--- config.mk ---
export PLATFORM = sky130hd
export DESIGN_NAME = div_sequencer_flat
export DESIGN_NICKNAME = d
export VERILOG_FILES = /design/src/rtl/mdu_pkg.sv /design/src/rtl/div_sequencer_if.sv /design/src/rtl/div_step.sv /design/src/rtl/div_sequencer.sv /design/src/flat_wrapper.sv
export SDC_FILE = /design/constraint.sdc
export NUM_CORES = 1
export LEC_CHECK = 0
export ABC_AREA = 1
export BUFFER_PORTS_ARGS = -buffer_cell sky130_fd_sc_hd__buf_2
export CAP_MARGIN = 40
export CELL_PAD_IN_SITES_DETAIL_PLACEMENT = 1
export CELL_PAD_IN_SITES_GLOBAL_PLACEMENT = 1
export CORE_MARGIN = 10
export CORE_UTILIZATION = 38
export CTS_BUF_LIST = sky130_fd_sc_hd__clkbuf_8 sky130_fd_sc_hd__clkbuf_16
export CTS_CLUSTER_DIAMETER = 150
export DETAILED_ROUTE_END_ITERATION = 8
export PLACE_DENSITY_LB_ADDON = 0.12
export SLEW_MARGIN = 5
export SYNTH_ARGS = -nofsm -noshare
export SYNTH_HDL_FRONTEND = slang
export SYNTH_SLANG_ARGS = --single-unit
--- constraint.sdc ---
create_clock -name clk -period 4.4 [get_ports clk]
set_input_delay 0.22 -clock clk [delete_from_list [all_inputs] [get_ports clk]]
set_output_delay 0.22 -clock clk [all_outputs]
set_load 0.005 [all_outputs]
--- src/rtl/mdu_pkg.sv ---
// Shared definitions for the multiply/divide unit: divider width, counter width and FSM encoding.
// Used by div_sequencer (optional feature macro: DIV_ZERO_TRAP_EN).
package mdu_pkg;

  localparam int unsigned DIV_WIDTH = 32;
  localparam int unsigned DIV_CNT_W = $clog2(DIV_WIDTH);

  localparam logic [2:0] IDLE = 3'd0;
  localparam logic [2:0] PREP = 3'd1;
  localparam logic [2:0] ITER = 3'd2;
  localparam logic [2:0] FIX  = 3'd3;
  localparam logic [2:0] DONE = 3'd4;

  typedef enum logic [2:0] {
    StIdle = IDLE,
    StPrep = PREP,
    StIter = ITER,
    StFix  = FIX,
    StDone = DONE
  } div_state_e;

endpackage

--- src/rtl/div_sequencer_if.sv ---
// Core <-> divide sequencer interface: divide issue, HI/LO access and status/stall back to the core.
// The div_zero signal exists only when DIV_ZERO_TRAP_EN is defined.
interface div_sequencer_if #(
  parameter int unsigned WIDTH = mdu_pkg::DIV_WIDTH
) ();

  logic             start;
  logic             is_signed;
  logic [WIDTH-1:0] dividend;
  logic [WIDTH-1:0] divisor;
  logic             hilo_rd;
  logic             wr_hi;
  logic             wr_lo;
  logic [WIDTH-1:0] wdata;
  logic [WIDTH-1:0] hi;
  logic [WIDTH-1:0] lo;
  logic             busy;
  logic             done;
  logic             stall;
`ifdef DIV_ZERO_TRAP_EN
  logic             div_zero;

  modport master (
    output start, is_signed, dividend, divisor, hilo_rd, wr_hi, wr_lo, wdata,
    input  hi, lo, busy, done, stall, div_zero
  );

  modport slave (
    input  start, is_signed, dividend, divisor, hilo_rd, wr_hi, wr_lo, wdata,
    output hi, lo, busy, done, stall, div_zero
  );
`else
  modport master (
    output start, is_signed, dividend, divisor, hilo_rd, wr_hi, wr_lo, wdata,
    input  hi, lo, busy, done, stall
  );

  modport slave (
    input  start, is_signed, dividend, divisor, hilo_rd, wr_hi, wr_lo, wdata,
    output hi, lo, busy, done, stall
  );
`endif

endinterface

--- src/rtl/div_step.sv ---
// One combinational restoring-division step: shift the next quotient bit into the remainder,
// subtract the divisor and keep the difference only if it is non-negative.
module div_step #(
  parameter int unsigned WIDTH = 32
) (
  input  logic [WIDTH-1:0] rem_in,
  input  logic [WIDTH-1:0] q_in,
  input  logic [WIDTH-1:0] divisor,
  output logic [WIDTH-1:0] rem_out,
  output logic [WIDTH-1:0] q_out
);

  logic [WIDTH:0] shifted;
  logic [WIDTH:0] trial;

  always_comb begin
    shifted = {rem_in, q_in[WIDTH-1]};
    trial   = shifted - {1'b0, divisor};
    // The shifted remainder is always below 2*divisor, so bit WIDTH of trial is the borrow.
    if (!trial[WIDTH]) begin
      rem_out = trial[WIDTH-1:0];
      q_out   = {q_in[WIDTH-2:0], 1'b1};
    end else begin
      rem_out = shifted[WIDTH-1:0];
      q_out   = {q_in[WIDTH-2:0], 1'b0};
    end
  end

endmodule

--- src/rtl/div_sequencer.sv ---
// MIPS DIV/DIVU sequencer: owns HI/LO, runs a WIDTH-step restoring divide and stalls the core on
// HI/LO hazards. Optional DIV_ZERO_TRAP_EN skips divide-by-zero and flags it on div_zero.
module div_sequencer
  import mdu_pkg::*;
#(
  parameter int unsigned WIDTH = DIV_WIDTH
) (
  input logic            clk,
  input logic            rst,
  div_sequencer_if.slave bus
);

  localparam int unsigned CNT_W = $clog2(WIDTH);

  div_state_e       state_q;
  logic [CNT_W-1:0] cnt_q;
  logic [WIDTH-1:0] rem_q;
  logic [WIDTH-1:0] quo_q;
  logic [WIDTH-1:0] dvs_q;
  logic             dvd_neg_q;
  logic             dvs_neg_q;
  logic [WIDTH-1:0] hi_q;
  logic [WIDTH-1:0] lo_q;
  logic             busy_q;
  logic             done_q;
`ifdef DIV_ZERO_TRAP_EN
  logic             div_zero_q;
`endif

  logic [WIDTH-1:0] step_rem;
  logic [WIDTH-1:0] step_q;
  logic [WIDTH-1:0] quo_fix;
  logic [WIDTH-1:0] rem_fix;

  div_step #(
    .WIDTH (WIDTH)
  ) u_div_step (
    .rem_in  (rem_q),
    .q_in    (quo_q),
    .divisor (dvs_q),
    .rem_out (step_rem),
    .q_out   (step_q)
  );

  // Quotient truncates toward zero; remainder follows the dividend's sign.
  always_comb begin
    quo_fix = (dvd_neg_q ^ dvs_neg_q) ? -quo_q : quo_q;
    rem_fix = dvd_neg_q ? -rem_q : rem_q;
  end

  always_ff @(posedge clk or posedge rst) begin
    if (rst) begin
      state_q    <= StIdle;
      cnt_q      <= '0;
      rem_q      <= '0;
      quo_q      <= '0;
      dvs_q      <= '0;
      dvd_neg_q  <= 1'b0;
      dvs_neg_q  <= 1'b0;
      hi_q       <= '0;
      lo_q       <= '0;
      busy_q     <= 1'b0;
      done_q     <= 1'b0;
`ifdef DIV_ZERO_TRAP_EN
      div_zero_q <= 1'b0;
`endif
    end else begin
      done_q     <= 1'b0;
`ifdef DIV_ZERO_TRAP_EN
      div_zero_q <= 1'b0;
`endif
      if (!busy_q && bus.wr_hi) hi_q <= bus.wdata;
      if (!busy_q && bus.wr_lo) lo_q <= bus.wdata;

      unique case (state_q)
        StIdle, StDone: begin
          if (bus.start) begin
            quo_q     <= bus.dividend;
            dvs_q     <= bus.divisor;
            dvd_neg_q <= bus.is_signed & bus.dividend[WIDTH-1];
            dvs_neg_q <= bus.is_signed & bus.divisor[WIDTH-1];
            busy_q    <= 1'b1;
            state_q   <= StPrep;
          end else begin
            state_q   <= StIdle;
          end
        end
        StPrep: begin
`ifdef DIV_ZERO_TRAP_EN
          if (dvs_q == '0) begin
            busy_q     <= 1'b0;
            done_q     <= 1'b1;
            div_zero_q <= 1'b1;
            state_q    <= StDone;
          end else begin
`else
          begin
`endif
            // Unsigned negate gives abs(most-negative) == most-negative, which the divider handles.
            quo_q   <= dvd_neg_q ? -quo_q : quo_q;
            dvs_q   <= dvs_neg_q ? -dvs_q : dvs_q;
            rem_q   <= '0;
            cnt_q   <= CNT_W'(WIDTH - 1);
            state_q <= StIter;
          end
        end
        StIter: begin
          rem_q <= step_rem;
          quo_q <= step_q;
          if (cnt_q == '0) begin
            state_q <= StFix;
          end else begin
            cnt_q <= cnt_q - 1'b1;
          end
        end
        StFix: begin
          hi_q    <= rem_fix;
          lo_q    <= quo_fix;
          busy_q  <= 1'b0;
          done_q  <= 1'b1;
          state_q <= StDone;
        end
        default: state_q <= StIdle;
      endcase
    end
  end

  assign bus.hi    = hi_q;
  assign bus.lo    = lo_q;
  assign bus.busy  = busy_q;
  assign bus.done  = done_q;
  assign bus.stall = busy_q & (bus.start | bus.hilo_rd | bus.wr_hi | bus.wr_lo);
`ifdef DIV_ZERO_TRAP_EN
  assign bus.div_zero = div_zero_q;
`endif

endmodule

--- src/flat_wrapper.sv ---
// flat-port wrapper written by rule: the top's interface ports become plain ports
module div_sequencer_flat import mdu_pkg::*;
#(
  parameter int unsigned WIDTH = DIV_WIDTH
)
  (clk, rst, bus_start, bus_is_signed, bus_dividend, bus_divisor, bus_hilo_rd, bus_wr_hi, bus_wr_lo, bus_wdata, bus_hi, bus_lo, bus_busy, bus_done, bus_stall);
  div_sequencer_if #(.WIDTH(WIDTH)) bus_i ();
  input logic clk;
  input logic rst;
  input wire logic [$bits(bus_i.start)-1:0] bus_start;
  input wire logic [$bits(bus_i.is_signed)-1:0] bus_is_signed;
  input wire logic [$bits(bus_i.dividend)-1:0] bus_dividend;
  input wire logic [$bits(bus_i.divisor)-1:0] bus_divisor;
  input wire logic [$bits(bus_i.hilo_rd)-1:0] bus_hilo_rd;
  input wire logic [$bits(bus_i.wr_hi)-1:0] bus_wr_hi;
  input wire logic [$bits(bus_i.wr_lo)-1:0] bus_wr_lo;
  input wire logic [$bits(bus_i.wdata)-1:0] bus_wdata;
  output wire logic [$bits(bus_i.hi)-1:0] bus_hi;
  output wire logic [$bits(bus_i.lo)-1:0] bus_lo;
  output wire logic [$bits(bus_i.busy)-1:0] bus_busy;
  output wire logic [$bits(bus_i.done)-1:0] bus_done;
  output wire logic [$bits(bus_i.stall)-1:0] bus_stall;
  assign bus_i.start = bus_start;
  assign bus_i.is_signed = bus_is_signed;
  assign bus_i.dividend = bus_dividend;
  assign bus_i.divisor = bus_divisor;
  assign bus_i.hilo_rd = bus_hilo_rd;
  assign bus_i.wr_hi = bus_wr_hi;
  assign bus_i.wr_lo = bus_wr_lo;
  assign bus_i.wdata = bus_wdata;
  assign bus_hi = bus_i.hi;
  assign bus_lo = bus_i.lo;
  assign bus_busy = bus_i.busy;
  assign bus_done = bus_i.done;
  assign bus_stall = bus_i.stall;
  div_sequencer #(.WIDTH(WIDTH)) u_core (.clk(clk), .rst(rst), .bus(bus_i));
endmodule
# Word level (Yosys, flattened, before mapping)
# Index checks and enable logic that the tools add are counted.
[op_classes]
reduce_logical = 17
bitwise = 7
eq_ne = 9
n_addsub = 5
mux = 23
[op_table]
columns = ["cell", "n"]
rows = [
  ["32-bit two-way mux", 11],
  ["32-bit one-hot mux with 2 select lines", 2],
  ["32-bit negator", 3],
  ["32-bit one-hot mux with 3 select lines", 1],
  ["33-bit by 32-bit subtractor with 33-bit output", 1],
  ["3-bit one-hot mux with 4 select lines", 1],
  ["5-bit one-hot mux with 2 select lines", 1],
  ["2-bit nonzero test", 5],
  ["3-bit by 2-bit == test with 1-bit output, second input constant", 2],
  ["2-bit by 1-bit inequality test with 1-bit output, second input constant", 3],
  ["2-bit AND reduction", 3],
  ["3-bit AND reduction", 2],
  ["5-bit zero test", 1],
  ["5-bit two-way mux", 1],
  ["5-bit by 1-bit subtractor with 5-bit output, second input constant", 1],
  ["1-bit two-way mux", 4],
  ["2-bit inequality test, second input constant", 2],
  ["1-bit bitwise AND", 3],
  ["3-bit by 1-bit == test with 1-bit output, second input constant", 1],
  ["3-bit == test, second input constant", 1],
  ["3-bit zero test", 1],
  ["3-bit two-way mux", 1],
  ["1-bit bitwise OR", 3],
  ["3-bit nonzero test", 1],
  ["5 further kinds", 6],
]
[word_totals]
word_cells = 72
reg_bits = 172

# Longest topological paths before layout
# Gate-level depths: netlist of the first run.
[depth]
word_depth = 4
ltp_mapped = 18
ltp_nobuf = 17

# By module
# From an unflattened synthesis of the first run, not the netlist that was laid out.
[hier_totals]
cells_unflattened = 2346
hier_area_um2 = 14206.1
[by_module_without_submodules]
columns = ["module", "n_inst", "area_per_inst_um2", "cells_each"]
rows = [
  ["div_sequencer", 1, 10810.4, 1632],
  ["div_step", 1, 3395.8, 714],
]

# Worst setup path before layout of the first run
# No wires, ideal clock.
[synth_path]
kind = "reg-to-reg"
startpoint = "register u_core.quo_q[31]"
endpoint = "register u_core.rem_q[30]"
required_time_ps = 4284
arrival_ps = 2068
synth_period_minus_slack_ps = 2185
n_path_buf = 1
path_stages_with_launch = 19
setup_slack_ps = 2215
setup_ps = 116
cell_sequence = "dfrtp_1 inv_1 ha_1 fa_1 inv_1 nand2_1 nand2_1 nand3_1 nand2_2 nand2_2 nand2_2 nand2_4 nand2_2 nand2_4 nand2_2 buf_6 nand3_2 nand2_1 nand2_1"
[synth_between]
elab_chain_cells = 3
[synth_rtl]
columns = ["element", "line_no", "text"]
rows = [
  ["from (decl)", "div_sequencer.sv:18", "logic [WIDTH-1:0] quo_q;"],
  ["from (signal assigned)", "div_sequencer.sv:78", "quo_q <= bus.dividend;"],
  ["from (signal assigned)", "div_sequencer.sv:100", "quo_q <= dvd_neg_q ? -quo_q : quo_q;"],
  ["from (signal assigned)", "div_sequencer.sv:109", "quo_q <= step_q;"],
  ["33-bit by 32-bit subtractor with 33-bit output", "div_step.sv:18", "trial = shifted - {1'b0, divisor};"],
  ["32-bit two-way mux", "div_step.sv:20", "if (!trial[WIDTH]) begin"],
  ["32-bit one-hot mux with 2 select lines", "div_sequencer.sv:75", "unique case (state_q)"],
  ["to (signal assigned)", "div_sequencer.sv:108", "rem_q <= step_rem;"],
  ["to (decl)", "div_sequencer.sv:17", "logic [WIDTH-1:0] rem_q;"],
]
# Every way passes these cells.
# A chain may end at the register's enable or synchronous reset.

# Final worst setup path of the first run
[layout_path]
startpoint = "register u_core.quo_q[31]"
endpoint = "register u_core.rem_q[18]"
# Same word-level chain as after synthesis.

==> results of run 1 <==
cell usage after synthesis, types with 4 or more instances:
cell type  count  area, sq um
xnor2_1        7         61.3
o21ai_0       89          445
inv_2         10         37.5
dfrtp_1      172         4300
inv_1        300         1130
a221oi_1      25          219
o21bai_1       5         37.5
o22ai_1       21          131
nand3_1      219         1100
o21ai_1        9         45.0
nor2_1       260          976
ha_1          37          463
nand3b_1      12         90.1
a21oi_1      101          505
buf_2         26          130
clkbuf_1      43          161
o211ai_1      17          128
nor3_1        31          155
a22oi_1       20          150
or2_2         15         93.8
nand2_2       16          100
a31oi_1       35          219
nor2_2         7         43.8
nand4_1       28          175
nand2_1      599         2250
nand3_2        4         40.0
xor2_1        25          219
logic make-up (layout without fill, tap and decap cells):
kind of cell,after synthesis,after routing,synth area share
AOI/OAI and AO/OA,333,333,0.144
xor gates and xnor gates,32,32,0.0204
adders and majority gates,38,38,0.0352
buffers and inverters,389,529,0.111
DFF,172,172,0.314
and+or+nand+nor,1206,1206,0.376
critical path: stages (launching register included):
cell and delay, ns:
dfrtp_1 0.34, inv_1 0.15, ha_1 0.27, fa_1 0.41, inv_1 0.11, nand2_1 0.06, nand2_1 0.07, nand3_1 0.08
nand2_2 0.12, nand2_2 0.07, nand2_2 0.09, nand2_4 0.08, nand2_2 0.11, nand2_4 0.15, nand2_2 0.41, nand2_1 0.14
nand3_1 0.12, nand2_1 0.07
metal layers:
metal | routed length (microns) | vias to the layer above | part of all wire | global-route usage
met5 | 0 | - | 0 | 0
met4 | 1510 | 0 | 0.026 | 0.0749
met3 | 2260 | 55 | 0.039 | 0.0344
met2 | 27300 | 313 | 0.47 | 0.433
met1 | 26600 | 7386 | 0.46 | 0.337
li1 | - | 7308 | - | -
layout make-up:
type | instances | area, sq um
multi-input cells | 1609 | 7920
well taps | 461 | 577
clock inverters | 14 | 140
fillers | 4848 | 20000
clock buffers | 18 | 439
inverters | 312 | 1170
flip-flops and latches | 172 | 4300
repair buffers | 185 | 991
state kept, by name, indices dropped and copies added (netlist names):
signal,count
u_core.state_q,3
u_core.dvs_neg_q,1
u_core.rem_q,32
u_core.bus.hi,32
u_core.bus.lo,32
u_core.quo_q,32
u_core.cnt_q,5
u_core.bus.done,1
u_core.dvs_q,32
u_core.bus.busy,1
u_core.dvd_neg_q,1
power groups by stage:
| stage | sequential [uW] | clock (uW) | combinational [uW] |
|---|---|---|---|
| 2_1_floorplan | 2740 | 0 | 4460 |
| 3_3_place_gp | 2920 | 0 | 6420 |
| 3_5_place_dp | 2940 | 0 | 6620 |
| 4_1_cts | 2920 | 1580 | 6660 |
| 5_1_grt | 3010 | 1650 | 7470 |
| 6_report | 2930 | 1560 | 6650 |
final timing paths:
path,cells past startpoint,from,to
setup / recovery,17,u_core.quo_q[31],u_core.rem_q[18]
hold / removal,3,rst,u_core.bus.hi[1]
setup reg to reg,17,u_core.quo_q[31],u_core.rem_q[18]
hold reg to reg,2,u_core.dvs_q[11],u_core.dvs_q[11]
max in group asynchronous,3,rst,u_core.rem_q[5]
min in group clk,3,bus_divisor[0],u_core.dvs_q[0]
through the flow:
| step | instances | util | total power [uW] |
|---|---|---|---|
| after global routing | 2771 | 0.437 | 12100 |
| final | 2771 | 0.437 | 11100 |
| after detailed placement | 2739 | 0.421 | 9560 |
| after global placement | 2738 | 0.420 | 9340 |
| after CTS | 2771 | 0.437 | 11200 |
| after floorplan | 2170 | - | 7200 |
==> out/qor.tcl, run 1 <==
set qor(cellInternalPower_uw) 5130
set qor(cp_max_fo) 20
set qor(number_of_antenna_violations_at_the_first_check_in_global_routing) 0
set qor(crit_path_end_kind) {register}
set qor(worst-endpoint-arrival_ns) 3.32
set qor(antennaDiodeCount) 0
set qor(yosysSeqAreaShare) 0.314
set qor(initial_core_util) 0.386
set qor(synthesized_flop_and_latch_total) 172
set qor(layout-drive-gt1-share) 0.122
set qor(die-area_sq_um) 44100
set qor(place_area_sq_um) 15000
set qor(ys_warn_count) 0
set qor(final_cell_mix) {nand2_1, inv_1, nor2_1}
set qor(clkTransAtPathRegs_ns) 0.08
set qor(avgSynthCellArea_sq_um) 6.32
set qor(finalMaxSlewViolations) 0
set qor(drv.max_cap_violation_count) 0
set qor(dr.pass1.iters) 5
set qor(groute.usage.overall) 0.257
set qor(synth-edff-count) 0
set qor(nNetsFinal) 2438
set qor(detail_route.wirelength_mm) 57.7
set qor(switchingPower_uw) 6000
set qor(postSynthCellCount) 2170
set qor(area_growth_pct) 13.3
set qor(post-route-min-period_ns) 2.97
set qor(worst_slew_margin_rel) 0.263
set qor(tritoncts) {done}
set qor(place_congestion) 0.951
set qor(htree_num_levels) 4
set qor(post_drt_wl_per_cell_microns) 20.8
set qor(cts_root_buf) {clkbuf_16}
set qor(share_comb_of_total_power) 0.597
set qor(chipHeight_microns) 210
set qor(post_cts_resized) 0
set qor(syn_nets) 2311
set qor(setup.worst_path.class) {reg2reg}
set qor(wire_length_of_the_first_global_routing_pass_mm) 90.3
set qor(preCtsSetupSlack_ns) 1.48
set qor(status) {finished, violations left}
set qor(clock_path_buffers) 2
set qor(pwr-share-seq) 0.263
set qor(clkSinkCount) 172
set qor(tritoncts_buffers) 17
set qor(power.static_leakage_uw) 0.00814
set qor(synth-async-reset-ratio) 1.00
set qor(overflow) 0
set qor(place.detailed.hpwl_mm) 45.7
set qor(critPathRequiredTime_ns) 4.75
set qor(holdWs_ns) -0.0401
set qor(tightestPinTransition_ns) 1.11
set qor(netSwitchingFraction) 0.539
set qor(pin_count) 170
set qor(synth_top_flop_cell) {dfrtp_1}
set qor(detail_route.drc_violations) 0
set qor(mostFrequentLayoutCell) {nand2_1}
set qor(synthesis.area_sq_um) 13700
set qor(cp-start-kind) {register}
set qor(post-route-worst-setup-slack_ns) 1.43
set qor(average_via_count_per_standard_cell) 5.44
set qor(post_cts_setup_buffer_count) 0
set qor(violated_checks) {negative hold slack}
set qor(dr_total_vias) 15100
set qor(rows) 69
set qor(final-setup-viol-count) 0
set qor(route.antenna.remaining_nets) 0
set qor(synth.lib_cells_used.distinct) 48
set qor(fin_setup_tns_ns) 0
set qor(power_frac_clock) 0.140
set qor(grt_pass1_vias) 15400
set qor(die_x_microns) 210
set qor(detail_route.iter0.violations) 979
set qor(pin_count_of_the_biggest_net_entering_global_routing) 173
set qor(unrepaired_setup_endpoints_after_global_routing) {false}
set qor(post-route-period-util) 0.676
set qor(clock_latency_ns) 0.45
set qor(finalInstanceArea_sq_um) 15500
set qor(fp.coreArea_sq_um) 35600
set qor(portBuffers) 169
set qor(finalHoldViolations) 18
set qor(rrSetupSlack_ns) 1.43
set qor(vdd_ir_drop_max_mv) 0.327
set qor(min-delay-path-class) {in2async}
set qor(ctsHoldBuffers) 0
set qor(worst_clock_skew_ns) 0.0165
set qor(power_density_nw_per_um2) 716
set qor(maxClockFrequency_ghz) 0.336
(Power assumes the default switching activity.)
==> inputs of run 2 (changes only) <==
ABC_AREA = 0   (was 1)
CORE_UTILIZATION = 40   (was 38)
clock period = 2.6 ns   (was 4.4 ns; I/O delays follow)
==> run 2 against run 1 <==
Net effect:
- the run ends with negative hold slack, negative setup slack left
- combinational power rose to 2.6 times the previous value
- synthesized cell count down 35%
- synthesized area fell by 14%
- design area increased by 9.5%
- via count shrank 14%
- non-clock buffer count grew 314
- final cell count shrank 19%
- first-iteration DRC count shrank 13%
- critical path depth down 4
- global-route usage grew 0.32 points
- largest cell class unchanged
==> out/qor.tcl, run 2 <==
set qor(post-route-period-util) 1.17
set qor(critical_path.startpoint) {u_core.dvs_q[0]}
set qor(final_cell_mix) {buf_4, dfrtp_1, buf_2}
set qor(crit_path_end_kind) {register}
set qor(setup.worst_path.class) {reg2reg}
set qor(multi_input_comb_area_sq_um) 7760
set qor(yosys-top-cells-area) {dfrtp_1, o21ai_0, mux2i_1}
set qor(tritoncts) {done}
set qor(mostFrequentLayoutCell) {buf_4}
set qor(cp_slowest_cell) {dfrtp_1}
set qor(dr_total_vias) 12900
set qor(crit_path_end) {u_core.rem_q[11]}
set qor(endpoint_of_the_worst_slack_reg_to_reg_timing_path) {u_core.rem_q[11]}
set qor(rows) 62
set qor(worst_clock_skew_ns) 0.0147
set qor(detail_route.wirelength_mm) 51.4
set qor(overflow) 0
set qor(synth-async-reset-ratio) 1.00
set qor(avgSynthCellArea_sq_um) 8.39
set qor(slowest_delay_ns) 0.44
set qor(place_congestion) 0.899
set qor(violated_checks) {negative hold slack, negative setup slack}
set qor(area.sequential_sq_um) 4300
set qor(final-setup-viol-count) 51
set qor(dr.pass1.iters) 6
set qor(preCtsSetupSlack_ns) -0.422
set qor(critPathRequiredTime_ns) 2.90
set qor(place.detailed.instances) 2145
set qor(htree_num_levels) 4
set qor(number_of_antenna_violations_at_the_first_check_in_global_routing) 0
set qor(yosysSeqAreaShare) 0.363
set qor(wire_length_of_the_first_global_routing_pass_mm) 75.9
set qor(num-fill-cells) 3405
set qor(final_core_util) 0.588
set qor(clkTransAtPathRegs_ns) 0.08
set qor(synth_top_cell_by_area) {dfrtp_1}
set qor(clock_latency_ns) 0.44
set qor(layout-drive-gt1-share) 0.355
set qor(finalMaxSlewViolations) 0
set qor(post_synth_most_frequent_cells) {dfrtp_1, o21ai_0, nand2_1}
set qor(tritoncts_buffers) 17
set qor(rrSetupSlack_ns) -0.44
set qor(portBuffers) 169
set qor(ys_warn_count) 0
set qor(cp_max_fo) 7
set qor(vdd_ir_drop_max_mv) 0.823
set qor(place.detailed.hpwl_mm) 36.4
set qor(post-route-min-period_ns) 3.04
set qor(syn_nets) 1554
set qor(fp.coreArea_sq_um) 28900
set qor(cp-start-kind) {register}
set qor(grt_pass1_vias) 13400
set qor(synth_top_flop_cell) {dfrtp_1}
set qor(synthesis.area_sq_um) 11900
set qor(initial_core_util) 0.410
set qor(synth-edff-count) 0
set qor(cp_cell_sequence) {ha_4 -> fa_2 -> nand2b_4 -> a21o_1 -> a21oi_2 -> o211ai_1 -> a32oi_1 -> buf_4 -> xnor2_4 -> buf_12 -> buf_12 -> mux2i_2 -> o21ai_1}
set qor(clock_path_buffers) 2
set qor(worst-endpoint-arrival_ns) 3.34
set qor(postSynthCellCount) 1413
set qor(holdWs_ns) -0.00341
set qor(average_via_count_per_standard_cell) 5.77
set qor(area_growth_pct) 43.6
set qor(fin_total_pwr_uw) 24900
set qor(unrepaired_setup_endpoints_after_global_routing) {true}
set qor(die-area_sq_um) 36900
set qor(pin_count_of_the_biggest_net_entering_global_routing) 127
set qor(power.static_leakage_uw) 0.00793
set qor(critical_path.reg2reg.startpoint) {u_core.dvs_q[0]}
set qor(tightestPinTransition_ns) 0.805
set qor(drv.max_cap_violation_count) 0
set qor(r2r.worst_path.cells) 13
set qor(cts_root_buf) {clkbuf_16}
set qor(synth.lib_cells_used.distinct) 72
set qor(clkSinkCount) 172
set qor(post_drt_wl_per_cell_microns) 23.0
set qor(groute.usage.overall) 0.260
set qor(status) {finished, violations left}
set qor(min-delay-path-class) {in2reg}
set qor(detail_route.drc_violations) 0
set qor(synthesized_flop_and_latch_total) 172
set qor(pin_count) 170
set qor(chipHeight_microns) 192
set qor(die_x_microns) 192
set qor(post-route-worst-setup-slack_ns) -0.439
set qor(route.antenna.remaining_nets) 0
set qor(finalHoldViolations) 1
set qor(detail_route.iter0.violations) 856
set qor(power_density_nw_per_um2) 1460
set qor(most_repeated_cell_in_the_gate_level_netlist_after_synthesis) {dfrtp_1}
set qor(worst_slew_margin_rel) 0.462
set qor(nNetsFinal) 1979
set qor(finalNonFillerCells) 2237
set qor(yosys.area.top_type_share) 0.363
set qor(cpMostUsedCell) {buf_12}
set qor(maxClockFrequency_ghz) 0.329
-- run 2: cells by family (layout without fill, tap and decap cells) --
family	Yosys count	in the layout	synth area share
compound gates	454	454	0.235
simple gates	421	421	0.176
flops	172	172	0.363
buf+inv	159	596	0.0507
xor+xnor	91	92	0.0673
mux	78	78	0.0663
fa+ha+maj	38	38	0.0408
other cells	0	2	0
-- run 2: per-stage QoR --
| step | TNS (ns) | area (sq um) | hold slack (ns) |
|---|---|---|---|
| floorplan | -2.76 | 11900 | 0.266 |
| global placement | -8.69 | 15100 | 0.323 |
| detailed placement | -13.33 | 15100 | 0.322 |
| CTS | -7.71 | 16300 | 0.000292 |
| global route | -17.81 | 17000 | 0.00749 |
| finish | -13.42 | 17000 | -0.00341 |
-- run 2: worst min-delay path by stage --
stage	startpoint	to	slack [ns]	depth (start not counted)
6_report	bus_wdata[18]	u_core.bus.hi[18]	-0.003	3
5_1_grt	bus_wdata[17]	u_core.bus.lo[17]	0.007	3
4_1_cts	bus_wdata[18]	u_core.bus.hi[18]	0.0003	3
3_5_place_dp	rst	u_core.quo_q[6]	0.32	3
3_3_place_gp	rst	u_core.quo_q[6]	0.32	3
2_1_floorplan	bus_dividend[31]	u_core.dvd_neg_q	0.27	2
-- run 2: routing by layer --
metal  part of all wire  track usage  vias up
li1                   -            -     5985
met1               0.42        0.319     6508
met2               0.51        0.460      333
met3              0.041       0.0339       85
met4              0.033       0.0891        0
met5                  0            0        -
-- run 2: what timing repair did --
item | 4_1_cts | 5_1_grt
resized for setup | 93 | 135
buffers inserted | 13 | 21
cloned | 3 | 0
hold buffers | 23 | 2
pin swaps | 36 | 74
endpoints found under the setup margin | 76 | 87
hold endpoints to repair | 195 | 2
-- run 2: report_power, final --
part           switching, uW  internal [uW]
Combinational           9480           7650
Clock                   1320           1280
Sequential              1210           3940
-- run 2: worst max-delay path, delay by kind of cell, from the launching register on --
family	cells	cell delay, ns
adders and majority gates	2	0.60
xor gates and xnor gates	1	0.13
AOI/OAI and AO/OA	5	0.86
DFF	1	0.44
muxes	1	0.24
buffers and inverters	3	0.47
and+or+nand+nor	1	0.16
-- run 2: final cells by class --
type	instances	area share
Multi-Input combinational cell	1083	0.456
Timing Repair Buffer	499	0.214
Clock inverter	15	0.00867
Inverter	65	0.0148
Sequential cell	172	0.253
Antenna cell	2	0.000294
Clock buffer	17	0.0250
Tap cell	384	0.0282
==> inputs of run 3 (changes only) <==
CELL_PAD_IN_SITES_GLOBAL_PLACEMENT = 2   (was 1)
CORE_UTILIZATION = 32   (was 40)
==> run 3 against run 2 <==
Net effect:
- the run still ends with negative hold slack, negative setup slack left
- setup slack gained 0.19 ns
- sequential share of layout area down 0.26 points
- highest routed layer unchanged
- final cell count rose by 5.3%
- count of clock-buffer cells in the layout rose by 1
- critical path depth shrank 2
- first-iteration DRC count fell by 6.9%
==> out/qor.tcl, run 3 (synthesis results as in run 2) <==
set qor(final_cell_mix) {buf_4, dfrtp_1, buf_2}
set qor(portBuffers) 169
set qor(htree_num_levels) 4
set qor(pin_count) 170
set qor(nNetsFinal) 2015
set qor(tightestPinTransition_ns) 0.657
set qor(maxClockFrequency_ghz) 0.351
set qor(launch_instance_of_the_worst_min_delay_path) {bus_wdata[18]}
set qor(mostFrequentLayoutCell) {buf_4}
set qor(initial_core_util) 0.324
set qor(clkSinkCount) 172
set qor(antennaDiodeCount) 0
set qor(power_density_nw_per_um2) 1410
set qor(power.static_leakage_uw) 0.00798
set qor(crit_path_end_kind) {register}
set qor(violated_checks) {negative hold slack, negative setup slack}
set qor(place.detailed.hpwl_mm) 38.7
set qor(final-setup-viol-count) 47
set qor(status) {finished, violations left}
set qor(multi_input_comb_area_sq_um) 7510
set qor(cp-start-kind) {register}
set qor(clkTransAtPathRegs_ns) 0.08
set qor(post-route-period-util) 1.09
set qor(layout-drive-gt1-share) 0.334
set qor(finalNonFillerCells) 2355
set qor(area.sequential_sq_um) 4310
set qor(rrSetupSlack_ns) -0.24
set qor(wire_length_of_the_first_global_routing_pass_mm) 77.0
set qor(cp_cell_sequence) {buf_4 -> inv_1 -> ha_2 -> or3b_4 -> or3_4 -> or4_4 -> nor4b_4 -> and4_4 -> nand2_1 -> a31oi_1 -> o22a_1}
set qor(cp_slowest_cell) {or4_4}
set qor(post_drt_wl_per_cell_microns) 21.3
set qor(worst-endpoint-arrival_ns) 3.24
set qor(post-route-worst-setup-slack_ns) -0.245
set qor(cts_root_buf) {clkbuf_16}
set qor(detail_route.wirelength_mm) 50.3
set qor(route.antenna.remaining_nets) 0
set qor(setup.worst_path.class) {reg2reg}
set qor(finalMaxSlewViolations) 0
set qor(num-fill-cells) 4342
set qor(worst_slew_margin_rel) 0.561
set qor(holdWs_ns) -0.00570
set qor(fin_total_pwr_uw) 24200
set qor(die-area_sq_um) 45100
set qor(hold_path_end) {u_core.bus.hi[18]}
set qor(vdd_ir_drop_max_mv) 0.580
set qor(dr.pass1.iters) 5
set qor(endpoint_of_the_worst_slack_reg_to_reg_timing_path) {u_core.dvs_q[30]}
set qor(rows) 70
set qor(clock_latency_ns) 0.46
set qor(detail_route.iter0.violations) 797
set qor(place_congestion) 0.833
set qor(average_via_count_per_standard_cell) 5.29
set qor(cp_max_fo) 4
set qor(tritoncts_buffers) 17
set qor(grt_pass1_vias) 13000
set qor(detail_route.drc_violations) 0
set qor(chipHeight_microns) 212
set qor(place.detailed.instances) 2238
set qor(critical_path.reg2reg.startpoint) {u_core.dvs_q[0]}
set qor(min_path_cells) 3
set qor(die_x_microns) 212
set qor(post-route-min-period_ns) 2.84
set qor(drv.max_cap_violation_count) 0
set qor(finalHoldViolations) 1
set qor(r2r.worst_path.cells) 11
set qor(tritoncts) {done}
set qor(number_of_antenna_violations_at_the_first_check_in_global_routing) 0
set qor(groute.usage.overall) 0.221
set qor(area_growth_pct) 45.2
set qor(pin_count_of_the_biggest_net_entering_global_routing) 68
set qor(slowest_delay_ns) 0.44
set qor(fp.coreArea_sq_um) 36600
set qor(clock_path_buffers) 2
set qor(overflow) 0
set qor(dr_total_vias) 12500
set qor(critPathRequiredTime_ns) 3.00
set qor(unrepaired_setup_endpoints_after_global_routing) {true}
set qor(min-delay-path-class) {in2reg}
set qor(worst_clock_skew_ns) 0.0139
==> run 3: cell types whose count changed in the layout (fill, tap and decap cells not counted), sizes merged, moves of 2 or more <==
cell,change
buf,+2
clkinvlp,+2
diode,-2
dlygate4sd3,+35
inv,-3
==> run 3: stage by stage <==
stage	TNS (ns)	instance area (sq um)	setup slack, ns	hold WS [ns]	util
2_1_floorplan	-2.76	11900	-0.207	0.266	-
3_3_place_gp	-9.19	15300	-0.344	0.246	0.417
3_5_place_dp	-13.03	15300	-0.382	0.248	0.417
4_1_cts	-8.09	16800	-0.265	0.000699	0.459
5_1_grt	-14.62	17200	-0.382	0.0202	0.470
6_report	-7.71	17200	-0.245	-0.00570	0.470
==> run 3: worst max path at each step <==
stage	slack [ns]	cells past startpoint	start	end
finish	-0.24	11	u_core.dvs_q[0]	u_core.dvs_q[30]
global route	-0.38	13	u_core.dvs_q[5]	u_core.rem_q[0]
CTS	-0.27	11	u_core.dvs_q[0]	u_core.dvs_q[30]
detailed placement	-0.38	12	u_core.dvs_q[0]	u_core.rem_q[16]
global placement	-0.34	9	u_core.rem_q[11]	u_core.rem_q[21]
floorplan	-0.21	10	u_core.dvs_q[1]	u_core.dvs_q[30]
==> run 3: timing repair <==
action | in CTS | in global routing
buffers inserted | 11 | 17
endpoints found under the setup margin | 73 | 82
hold endpoints to repair | 88 | 1
hold buffers | 59 | 1
gates resized for setup | 86 | 76
gates cloned | 1 | 0
pin swaps | 35 | 56
==> run 3: final cells by class <==
cell class,count,area share
Sequential cell,172,0.250
Multi-Input combinational cell,1082,0.437
Timing Repair Buffer,536,0.230
Clock inverter,14,0.00894
Inverter,65,0.0145
Clock buffer,18,0.0255
Tap cell,468,0.0340
==> run 3: critical path: cells and delay by family (launching register included) <==
| family | cells | cell delay, ns |
|---|---|---|
| AND/OR/NAND/NOR | 6 | 1.75 |
| flip-flops | 1 | 0.40 |
| AO/OA/AOI/OAI | 2 | 0.28 |
| buffers and inverters | 2 | 0.20 |
| adder cells (fa/ha/maj) | 1 | 0.17 |
==> run 3: layer usage <==
layer  track usage  share of wire
met2         0.382           0.50
met1         0.283           0.45
met5             0              0
met4        0.0611          0.019
met3        0.0256          0.031
==> run 3: where the power goes <==
group / internal (uW) / switching [uW]
logic: 7370 / 9160
registers: 3940 / 1070
clock network: 1390 / 1320
